File: src/rtl/mem_stage.sv
// Memory-access stage: accepts EX results, performs byte-steered load/store on a
// req/ack data port and emits one writeback record per instruction. Optional: MEM_MISALIGN_TRAP_EN.
module mem_stage #(
    parameter int unsigned TIMEOUT_CYCLES = 16
) (
    input  logic        clk,
    input  logic        reset,
    input  logic        ex_valid,
    output logic        ex_ready,
    input  logic [31:0] ex_result,
    input  logic [31:0] ex_store_data,
    input  logic [6:0]  ex_opcode,
    input  logic [2:0]  ex_funct3,
    input  logic [4:0]  ex_rd,
    output logic        dmem_req,
    output logic        dmem_we,
    output logic [31:0] dmem_addr,
    output logic [31:0] dmem_wdata,
    output logic [3:0]  dmem_be,
    input  logic        dmem_ack,
    input  logic [31:0] dmem_rdata,
    output logic        wb_valid,
    output logic        wb_we,
    output logic [4:0]  wb_rd,
    output logic [31:0] wb_data,
    output logic        bus_timeout,
    output logic        misalign_trap
);

    localparam logic [6:0] OPC_LOAD   = 7'b0000011;
    localparam logic [6:0] OPC_STORE  = 7'b0100011;
    localparam logic [6:0] OPC_OP     = 7'b0110011;
    localparam logic [6:0] OPC_OPIMM  = 7'b0010011;
    localparam logic [6:0] OPC_LUI    = 7'b0110111;
    localparam logic [6:0] OPC_AUIPC  = 7'b0010111;
    localparam logic [6:0] OPC_JAL    = 7'b1101111;
    localparam logic [6:0] OPC_JALR   = 7'b1100111;

    typedef enum logic [1:0] {IDLE, BUSY, WB} state_t;

    state_t      state_q, state_d;
    logic        dmem_req_q, dmem_req_d;
    logic        dmem_we_q, dmem_we_d;
    logic [31:0] dmem_addr_q, dmem_addr_d;
    logic [31:0] dmem_wdata_q, dmem_wdata_d;
    logic [3:0]  dmem_be_q, dmem_be_d;
    logic        wb_valid_q, wb_valid_d;
    logic        wb_we_q, wb_we_d;
    logic [4:0]  wb_rd_q, wb_rd_d;
    logic [31:0] wb_data_q, wb_data_d;
    logic        bus_timeout_q, bus_timeout_d;
    logic        misalign_trap_q, misalign_trap_d;
    logic [31:0] cnt_q, cnt_d;
    logic [2:0]  ld_f3_q, ld_f3_d;
    logic [1:0]  off_q, off_d;

    logic        accept, is_load, is_store, mem_ok, writes, misal, do_bus;
    logic [1:0]  off, off_eff;
    logic [7:0]  ld_byte;
    logic [15:0] ld_half;
    logic [31:0] ld_val;

    assign ex_ready = (state_q != BUSY);
    assign accept   = ex_valid && ex_ready;
    assign is_load  = (ex_opcode == OPC_LOAD);
    assign is_store = (ex_opcode == OPC_STORE);
    assign off      = ex_result[1:0];
    assign writes   = (ex_opcode == OPC_OP) || (ex_opcode == OPC_OPIMM) ||
                      (ex_opcode == OPC_LUI) || (ex_opcode == OPC_AUIPC) ||
                      (ex_opcode == OPC_JAL) || (ex_opcode == OPC_JALR);
    assign misal    = ((ex_funct3[1:0] == 2'b01) && off[0]) ||
                      ((ex_funct3[1:0] == 2'b10) && (off != 2'b00));

    always_comb begin
        mem_ok = 1'b0;
        if (is_load)
            mem_ok = (ex_funct3 != 3'b011) && (ex_funct3[2:1] != 2'b11);
        else if (is_store)
            mem_ok = (ex_funct3[2] == 1'b0) && (ex_funct3[1:0] != 2'b11);
    end

    // Aligned accesses are unaffected; misaligned ones are aligned down when not trapped.
    always_comb begin
        case (ex_funct3[1:0])
            2'b01:   off_eff = {off[1], 1'b0};
            2'b10:   off_eff = 2'b00;
            default: off_eff = off;
        endcase
    end

`ifdef MEM_MISALIGN_TRAP_EN
    assign do_bus        = mem_ok && !misal;
    assign misalign_trap = misalign_trap_q;
`else
    assign do_bus        = mem_ok;
    assign misalign_trap = 1'b0;
`endif

    always_comb begin
        case (off_q)
            2'd0:    ld_byte = dmem_rdata[7:0];
            2'd1:    ld_byte = dmem_rdata[15:8];
            2'd2:    ld_byte = dmem_rdata[23:16];
            default: ld_byte = dmem_rdata[31:24];
        endcase
        ld_half = off_q[1] ? dmem_rdata[31:16] : dmem_rdata[15:0];
        case (ld_f3_q)
            3'b000:  ld_val = {{24{ld_byte[7]}}, ld_byte};
            3'b001:  ld_val = {{16{ld_half[15]}}, ld_half};
            3'b100:  ld_val = {24'd0, ld_byte};
            3'b101:  ld_val = {16'd0, ld_half};
            default: ld_val = dmem_rdata;
        endcase
    end

    always_comb begin
        state_d         = state_q;
        dmem_req_d      = dmem_req_q;
        dmem_we_d       = dmem_we_q;
        dmem_addr_d     = dmem_addr_q;
        dmem_wdata_d    = dmem_wdata_q;
        dmem_be_d       = dmem_be_q;
        wb_valid_d      = 1'b0;
        wb_we_d         = wb_we_q;
        wb_rd_d         = wb_rd_q;
        wb_data_d       = wb_data_q;
        bus_timeout_d   = 1'b0;
        misalign_trap_d = 1'b0;
        cnt_d           = cnt_q;
        ld_f3_d         = ld_f3_q;
        off_d           = off_q;
        if (state_q == BUSY) begin
            if (dmem_ack) begin
                state_d    = WB;
                dmem_req_d = 1'b0;
                wb_valid_d = 1'b1;
                wb_we_d    = !dmem_we_q && (wb_rd_q != 5'd0);
                wb_data_d  = dmem_we_q ? 32'd0 : ld_val;
            end else if ((TIMEOUT_CYCLES != 0) && (cnt_q == TIMEOUT_CYCLES - 1)) begin
                state_d       = WB;
                dmem_req_d    = 1'b0;
                wb_valid_d    = 1'b1;
                wb_we_d       = 1'b0;
                wb_data_d     = '0;
                bus_timeout_d = 1'b1;
            end else begin
                cnt_d = cnt_q + 32'd1;
            end
        end else if (accept) begin
            wb_rd_d = ex_rd;
            if (do_bus) begin
                state_d      = BUSY;
                dmem_req_d   = 1'b1;
                dmem_we_d    = is_store;
                dmem_addr_d  = {ex_result[31:2], 2'b00};
                cnt_d        = '0;
                ld_f3_d      = ex_funct3;
                off_d        = off_eff;
                case (ex_funct3[1:0])
                    2'b00: begin
                        dmem_be_d    = 4'b0001 << off_eff;
                        dmem_wdata_d = {4{ex_store_data[7:0]}};
                    end
                    2'b01: begin
                        dmem_be_d    = 4'b0011 << off_eff;
                        dmem_wdata_d = {2{ex_store_data[15:0]}};
                    end
                    default: begin
                        dmem_be_d    = '1;
                        dmem_wdata_d = ex_store_data;
                    end
                endcase
            end else begin
                state_d         = WB;
                wb_valid_d      = 1'b1;
                wb_we_d         = writes && (ex_rd != 5'd0);
                wb_data_d       = writes ? ex_result : 32'd0;
                misalign_trap_d = mem_ok && misal;
            end
        end else if (state_q == WB) begin
            state_d = IDLE;
        end
    end

    always_ff @(posedge clk or posedge reset) begin
        if (reset) begin
            state_q         <= IDLE;
            dmem_req_q      <= 1'b0;
            dmem_we_q       <= 1'b0;
            dmem_addr_q     <= '0;
            dmem_wdata_q    <= '0;
            dmem_be_q       <= '0;
            wb_valid_q      <= 1'b0;
            wb_we_q         <= 1'b0;
            wb_rd_q         <= '0;
            wb_data_q       <= '0;
            bus_timeout_q   <= 1'b0;
            misalign_trap_q <= 1'b0;
            cnt_q           <= '0;
            ld_f3_q         <= '0;
            off_q           <= '0;
        end else begin
            state_q         <= state_d;
            dmem_req_q      <= dmem_req_d;
            dmem_we_q       <= dmem_we_d;
            dmem_addr_q     <= dmem_addr_d;
            dmem_wdata_q    <= dmem_wdata_d;
            dmem_be_q       <= dmem_be_d;
            wb_valid_q      <= wb_valid_d;
            wb_we_q         <= wb_we_d;
            wb_rd_q         <= wb_rd_d;
            wb_data_q       <= wb_data_d;
            bus_timeout_q   <= bus_timeout_d;
            misalign_trap_q <= misalign_trap_d;
            cnt_q           <= cnt_d;
            ld_f3_q         <= ld_f3_d;
            off_q           <= off_d;
        end
    end

    assign dmem_req    = dmem_req_q;
    assign dmem_we     = dmem_we_q;
    assign dmem_addr   = dmem_addr_q;
    assign dmem_wdata  = dmem_wdata_q;
    assign dmem_be     = dmem_be_q;
    assign wb_valid    = wb_valid_q;
    assign wb_we       = wb_we_q;
    assign wb_rd       = wb_rd_q;
    assign wb_data     = wb_data_q;
    assign bus_timeout = bus_timeout_q;

endmodule

File: config.mk
export PLATFORM = sky130hd
export DESIGN_NAME = mem_stage
export DESIGN_NICKNAME = d
export VERILOG_FILES = /design/src/rtl/mem_stage.sv
export SDC_FILE = /design/constraint.sdc
export NUM_CORES = 1
export LEC_CHECK = 0
export ABC_AREA = 1
export CAP_MARGIN = 20
export CORE_ASPECT_RATIO = 0.6
export CORE_MARGIN = 2
export CORE_UTILIZATION = 45
export CTS_CLUSTER_SIZE = 14
export DETAILED_ROUTE_END_ITERATION = 12
export GPL_ROUTABILITY_DRIVEN = 0
export PLACE_DENSITY_LB_ADDON = 0.15
export SYNTH_ARGS = -nofsm -noshare
export SYNTH_HDL_FRONTEND = slang
export SYNTH_SLANG_ARGS = --single-unit
File: constraint.sdc
create_clock -name clk -period 4.25 [get_ports clk]
set_input_delay 0.6375 -clock clk [delete_from_list [all_inputs] [get_ports clk]]
set_output_delay 0.6375 -clock clk [all_outputs]
set_load 0.005 [all_outputs]
Word level (Yosys, flattened, before mapping). Index checks and enable logic that the tools add are counted.

Output and inout port bits: 112. Register bits after elaboration: 147. Word-level logic and storage cells: 112.

Reduce and logical (&&, ||, !) cells: 25. Bitwise logic cells: 2. Multiplexer cells: 42. Eq/ne operators: 26. Shifts and indexed selects: 2. Add/subtract/negate cells: 1.

Operators with widths (count): 2-to-1 mux 32 bit (12); one-hot mux 32 bit (4 select lines) (1); one-hot mux 32 bit (2 select lines) (1); adder 32 x 1 -> 32 bit, second input constant (1); == test 32 x 4 -> 1 bit, second input constant (1); one-hot mux 8 bit (3 select lines) (1); == test 7 x 6 -> 1 bit, second input constant (3); 2-to-1 mux 1 bit (18); 2-to-1 mux 16 bit (1); == test 7 x 5 -> 1 bit, second input constant (2); == test 7 bit, second input constant (2); 2-to-1 mux 2 bit (6); nonzero test 5 bit (2); AND reduction 3 bit (3); inequality test 2 bit, second input constant (4); one-hot mux 4 bit (2 select lines) (1); == test 7 x 2 -> 1 bit, second input constant (1); == test 2 x 1 -> 1 bit, second input constant (3); == test 2 bit, second input constant (3); == test 3 bit, second input constant (2); inequality test 3 x 2 -> 1 bit, second input constant (2); logical AND 1 bit (5); logical OR 1 bit (5); zero test 2 bit (2); other kinds (12) (16).

Longest topological paths before layout. Gate-level depths: netlist of run 1.

Depth after elaboration: 10. Depth in mapped cells: 11. Mapped depth without buffers: 11.

Worst setup path after synthesis of run 1. Ideal clock, no wire load.

Path type: input port to flip-flop. Start point: input port ex_funct3[1]. End point: register dmem_wdata_q[16] (netlist: dmem_wdata[16]). Buffers on the path: 2. Data arrival time: 1842 ps. Cell stages on the path: 7. Slack: 2330 ps. Path through: inv_1 -> ha_1 -> clkbuf_1 -> nor2_2 -> clkbuf_1 -> a21oi_1 -> o21ai_1.

Longest elaborated chain between the ends: 5. Elaborated cells on any way between the ends: 11.

RTL lines: start, declared (RTL line 13) `input logic [2:0] ex_funct3,`; inequality test 2 bit (RTL line 79) `mem_ok = (ex_funct3[2] == 1'b0) && (ex_funct3[1:0] != 2'b11);`; logical AND 1 bit (RTL line 79); 2-to-1 mux 1 bit (RTL line 78) `else if (is_store)`; 2-to-1 mux 1 bit (RTL line 76) `if (is_load)`; AND reduction 3 bit (no source line); end signal, assigned (RTL line 207) `dmem_wdata_q <= dmem_wdata_d;`; end, declared (RTL line 45) `logic [31:0] dmem_wdata_q, dmem_wdata_d;`.

Several ways; a longest one is shown, not always the timed one. A chain may end at the register's enable or synchronous reset.

Worst setup path in the final report of run 1.
Start point: input port ex_opcode[4]. End point: register dmem_wdata_q[1] (netlist: dmem_wdata[1]).

Longest elaborated chain between the ends: 4. Elaborated cells on any way between the ends: 5.

RTL lines: start, declared (RTL line 12) `input logic [6:0] ex_opcode,`; == test 7 x 6 -> 1 bit (RTL line 66) `assign is_store = (ex_opcode == OPC_STORE);`; 2-to-1 mux 1 bit (RTL line 78); 2-to-1 mux 1 bit * (RTL line 76); AND reduction 3 bit (no source line) *.

Mark *: on every way between the ends. The rest lies on a longest branch, timed or not.

==> flow_metrics.env, run 1 <==
export IMPL_p_leak_nw=5.55
export IMPL_syn_instance_count=1252
export IMPL_setup_viol=0
export IMPL_vias_per_cell=5.18
export IMPL_crit_required_ns=4.51
export IMPL_critPathMaxStageDelay_ns=0.68
export IMPL_row_count=39
export IMPL_critical_path_endpoint_type="flop"
export IMPL_drive_gt1_share_pct=4.88
export IMPL_grt_pass1_vias=8196
export IMPL_clockPowerShare_pct=39.8
export IMPL_cts_buffer_depth=2
export IMPL_port_buffers=223
export IMPL_cts_tree="yes"
export IMPL_diodes=0
export IMPL_crit_chain="clkdlybuf4s50_1 -> inv_1 -> nand2_1 -> nor2_1 -> nand3_1 -> nand2_1 -> nand3_4 -> buf_4 -> buf_4 -> o21ai_0"
export IMPL_crit_family="buffers and inverters"
export IMPL_swShare_pct=27.9
export IMPL_period_share_pct=70.1
export IMPL_final_max_slew_viol_count=0
export IMPL_grt_setup_unrepaired="no"
export IMPL_syn_area_per_cell_um2=6.92
export IMPL_max_freq_mhz=335
export IMPL_totalWireLength_mm=28.9
export IMPL_drv_cap=0
export IMPL_syn_cell_area_um2=8660
export IMPL_yosysUniqueCellTypes=36
export IMPL_num_vias=8803
export IMPL_drtIter0Drc=867
export IMPL_cts_buffers=17
export IMPL_final_cell_mix="nand2_1 (419), clkdlybuf4s50_1 (223), nor2_1 (166), dfrtp_1 (147), inv_1 (112)"
export IMPL_area_growth_synth_to_final_pct=33.2
export IMPL_drc=0
export IMPL_p_int_mw=2.57
export IMPL_cp_num_buf_inv=4
export IMPL_ctsResizeCount=0
export IMPL_worst_path_max_fanout=84
export IMPL_powerDensity_nw_per_um2=309
export IMPL_cts_num_sinks=147
export IMPL_finalSetupTns_ns=0
export IMPL_root_buffer="clkbuf_16"
export IMPL_io_pins=227
export IMPL_core_area_um2=18900
export IMPL_fin_crit_ns=2.98
export IMPL_wl_per_cell_um=17.0
export IMPL_hold_class="reg -> reg"
export IMPL_fin_skew_ns=0.0180
export IMPL_p_switching_uw=997
export IMPL_cp_start_kind="primary input"
export IMPL_status="finished, final reports clean"
export IMPL_layout_commonest_cell="nand2_1"
export IMPL_yosysWarningCount=0
export IMPL_clk_pin_slew_ns=0.07
export IMPL_cp_slowest_cell="buf_4"
export IMPL_clock_latency_ns=0.43
export IMPL_slew_headroom_pct=40.5
export IMPL_die_area_um2=20400
export IMPL_post_cts_buffers=0
export IMPL_ctsHoldBuffers=0
export IMPL_yosys_register_bits=147
export IMPL_drtPass1Iterations=8
export IMPL_final_nets=1561
export IMPL_worst_pin_slew_ns=0.893
export IMPL_post_dp_hpwl_mm=20.8
export IMPL_die_h_um=111
export IMPL_antenna_found_initial=0
export IMPL_comb_power_share_pct=16.8
export IMPL_grt_overflow=0
export IMPL_yosysSeqAreaShare_pct=42.5
export IMPL_fp_dieW_um=183
export IMPL_crit_type="in -> reg"
export IMPL_grt_usage_pct=28.8
export IMPL_h_tree_depth=4
export IMPL_ir_worst_vdd_mv=0.295
export IMPL_arrival_ns=3.24
export IMPL_timing_hold_violations_final=0
export IMPL_grt_start_max_net_pins=148
export IMPL_antenna_left=0
export IMPL_fin_total_pwr_mw=3.57
export IMPL_p_seq_share_pct=43.4
export IMPL_start_util_pct=45.8
export IMPL_grt_pass1_wl_mm=45.5
-- metal layers --
layer  global-route usage [%]  wire [µm]  part of all wire [%]
met2                     38.5      11200                    39
met3                     9.00       3260                    11
met1                     44.6      13900                    48
met4                     7.36        447                   1.5
met5                        0          0                     0
-- power groups by stage --
stage	clock [mW]	combinational, mW	sequential, mW
2_1_floorplan	0	0.244	1.57
3_3_place_gp	0	0.585	1.57
3_5_place_dp	0	0.596	1.57
4_1_cts	1.44	0.599	1.55
5_1_grt	1.52	0.657	1.56
6_report	1.42	0.598	1.55
-- worst paths after layout --
| check | startpoint | endpoint | slack [ns] | cells after the start |
|---|---|---|---|---|
| min | wb_we | wb_we | 0.48 | 2 |
| max in group asynchronous | reset | cnt_q[8] | 2.80 | 3 |
| min in group asynchronous | reset | dmem_wdata[14] | 0.72 | 3 |
| max reg2reg | state_q[1] | dmem_wdata[1] | 1.63 | 6 |
| min reg2reg | wb_we | wb_we | 0.48 | 2 |
| max | ex_opcode[4] | dmem_wdata[1] | 1.27 | 10 |
-- layout make-up --
class | count | area (µm²)
Timing Repair Buffer | 233 | 2350
Inverter | 119 | 450
Multi-Input combinational cell | 924 | 4210
Fill cell | 1783 | 7400
Sequential cell | 147 | 3680
Tap cell | 246 | 308
Clock buffer | 19 | 443
Clock inverter | 13 | 98.8
-- tightest hold or removal path, delay by kind of cell, from the launching register on --
kind,cells,cell delay (ns)
flops,1,0.35
simple gates,2,0.11
-- synth_stat cells, drive strengths merged --
library cell    n  area, µm²
o21ai          54        282
a31oi           1       6.26
xor2            9       78.8
nor2          176        723
xnor2           2       17.5
o21bai          1       7.51
nand4          37        231
dfrtp         147       3680
inv           119        447
o211ai          6       45.0
conb            1       3.75
nor3            7       35.0
o21a           20        150
clkbuf         23       86.3
nand2         424       1620
nor3b           1       7.51
nand3          98        533
a21oi          78        394
ha              4       50.1
buf            41        249
nor4            2       12.5
and2            1       6.26
-- cell families (layout without fill, tap and decap cells) --
group           count (synthesis)  count (layout)  synth area share (%)
flops                         147             147                  42.5
simple gates                  746             746                  36.6
other cells                     1               3                0.0433
fa+ha+maj                       4               4                 0.578
buf+inv                       183             384                  9.03
compound gates                160             160                  10.2
xor+xnor                       11              11                  1.11
-- sequential cells by signal, summed over array words and instances, names as in the netlist --
register     flops
dmem_wdata      32
off_q            2
wb_valid         1
wb_we            1
dmem_be          4
dmem_addr       30
wb_rd            5
ld_f3_q          3
cnt_q           32
dmem_req         1
state_q          2
dmem_we          1
bus_timeout      1
wb_data         32
-- metrics by stage --
step,instance area [µm²],setup slack [ns],cells,utilization [%],hold slack (ns)
finish,11500,1.27,1701,60.9,0.483
global route,11500,1.08,1701,60.9,0.517
CTS,11500,1.33,1700,60.9,0.494
detailed placement,11000,0.917,1668,58.0,0.474
global placement,11000,1.02,1667,57.8,0.472
floorplan,8670,1.77,1254,-,0.462
No activity file was read; power rests on OpenSTA's default activity.
==> run 2: changes to the inputs <==
CORE_UTILIZATION = 50   (was 45)
clock period = 3.12 ns   (was 4.25 ns; I/O delays follow)
==> flow_metrics.env, run 2 (synthesized netlist as in run 1, its figures left out) <==
export IMPL_period_share_pct=78.3
export IMPL_worst_pin_slew_ns=0.820
export IMPL_ctsResizeCount=0
export IMPL_worst_path_max_fanout=27
export IMPL_clk_pin_slew_ns=0.07
export IMPL_grt_setup_unrepaired="no"
export IMPL_final_nets=1568
export IMPL_cp_slowest_cell="dfrtp_1"
export IMPL_cts_tree="yes"
export IMPL_critPathMaxStageDelay_ns=0.48
export IMPL_core_area_um2=17000
export IMPL_worst_slack_ns=0.677
export IMPL_slew_headroom_pct=45.1
export IMPL_diodes=0
export IMPL_finalSetupTns_ns=0
export IMPL_multiInputGateArea_um2=4210
export IMPL_drc=0
export IMPL_final_cell_mix="nand2_1 (419), clkdlybuf4s50_1 (223), nor2_1 (166), dfrtp_1 (147), inv_1 (112)"
export IMPL_die_area_um2=18400
export IMPL_crit_family="simple AND/OR/NAND/NOR gates"
export IMPL_comb_power_share_pct=16.0
export IMPL_final_max_slew_viol_count=0
export IMPL_ir_worst_vdd_mv=0.333
export IMPL_fin_total_pwr_mw=5.09
export IMPL_hold_class="in -> async"
export IMPL_setup_viol=0
export IMPL_post_dp_hpwl_mm=20.5
export IMPL_status="finished, final reports clean"
export IMPL_port_buffers=223
export IMPL_grt_overflow=0
export IMPL_p_seq_share_pct=41.5
export IMPL_clockPowerShare_pct=42.5
export IMPL_row_count=37
export IMPL_grt_usage_pct=30.8
export IMPL_swShare_pct=26.9
export IMPL_drive_gt1_share_pct=5.27
export IMPL_finalNonFillerCells=1695
export IMPL_crit_chain="ha_1 -> inv_2 -> nor2_4 -> nand3_2 -> nor2_4 -> nand2_2 -> nand2_4 -> buf_4 -> nand3_1 -> nand2_1 -> nand2_1"
export IMPL_grt_pass1_wl_mm=44.4
export IMPL_start_util_pct=50.9
export IMPL_crit_required_ns=3.43
export IMPL_drtPass1Iterations=6
export IMPL_h_tree_depth=4
export IMPL_io_pins=227
export IMPL_antenna_left=0
export IMPL_drtIter0Drc=1158
export IMPL_post_cts_buffers=0
export IMPL_die_h_um=106
export IMPL_crit_type="reg -> reg"
export IMPL_fin_skew_ns=0.0125
export IMPL_grt_start_max_net_pins=85
export IMPL_powerDensity_nw_per_um2=438
export IMPL_place_inst=1664
export IMPL_cp_num_buf_inv=2
export IMPL_drv_cap=0
export IMPL_antenna_found_initial=0
export IMPL_vias_per_cell=5.37
export IMPL_ff_latch_area_um2=3680
export IMPL_timing_hold_violations_final=0
export IMPL_critical_path_endpoint_type="flop"
export IMPL_root_buffer="clkbuf_16"
export IMPL_fin_crit_ns=2.44
export IMPL_finish_utilization_pct=68.3
export IMPL_p_int_mw=3.72
export IMPL_cts_buffers=17
export IMPL_num_vias=9094
export IMPL_layout_commonest_cell="nand2_1"
export IMPL_p_switching_mw=1.37
export IMPL_wl_per_cell_um=16.6
export IMPL_cp_start_kind="flop"
export IMPL_max_freq_mhz=409
export IMPL_clock_latency_ns=0.42
export IMPL_cts_buffer_depth=2
export IMPL_area_growth_synth_to_final_pct=34.3
export IMPL_n_fill_cell=1458
export IMPL_cts_num_sinks=147
export IMPL_grt_pass1_vias=8176
export IMPL_p_leak_nw=5.61
export IMPL_fp_dieW_um=174
export IMPL_preCtsSetupSlack_ns=0.551
export IMPL_ctsHoldBuffers=0
export IMPL_arrival_ns=2.76
export IMPL_totalWireLength_mm=28.2
-- run 2: cell types whose count changed in the layout (fill, tap and decap cells not counted) --
cell | previous run | this run
buf_12 | 1 | 3
buf_16 | 1 | 0
buf_4 | 7 | 14
buf_8 | 1 | 0
bufinv_16 | 0 | 3
clkbuf_8 | 1 | 0
clkinv_2 | 3 | 0
clkinv_4 | 2 | 1
clkinvlp_4 | 4 | 5
inv_6 | 5 | 4
inv_8 | 0 | 1
-- run 2: layer usage --
layer	part of all wire (%)	track usage (%)
met5	0	0
met4	1.8	8.82
met3	12	10.2
met2	40	41.1
met1	46	47.0
-- run 2: path summary, 6_finish.rpt --
path                                    start  depth (start not counted)  slack, ns             end
worst max-delay path                 cnt_q[0]                         11       0.68           wb_we
max in group asynchronous               reset                          3       1.93       cnt_q[29]
worst min register to register  dmem_wdata[6]                          2       0.49   dmem_wdata[6]
min in group clk                dmem_wdata[6]                          2       0.49   dmem_wdata[6]
worst min-delay path                    reset                          2       0.41  dmem_wdata[24]
worst max register to register       cnt_q[0]                         11       0.68           wb_we
-- run 2: cell type report --
class | count | area share [%]
Clock inverter | 13 | 1.51
Sequential cell | 147 | 31.6
Inverter | 119 | 3.87
Tap cell | 234 | 2.52
Multi-Input combinational cell | 924 | 36.2
Clock buffer | 18 | 3.69
Timing Repair Buffer | 240 | 20.6
-- run 2: power by group through the flow --
stage | registers [mW] | logic (mW) | clock network, mW
2_1_floorplan | 2.13 | 0.332 | 0
5_1_grt | 2.13 | 0.887 | 2.26
3_3_place_gp | 2.14 | 0.797 | 0
3_5_place_dp | 2.14 | 0.808 | 0
6_report | 2.11 | 0.814 | 2.16
4_1_cts | 2.11 | 0.815 | 2.18
-- run 2: through the flow --
stage,hold WS [ns],instance area [µm²]
floorplan,0.462,8670
detailed placement,0.477,11000
global placement,0.465,11000
finish,0.411,11600
CTS,0.422,11600
global route,0.454,11600
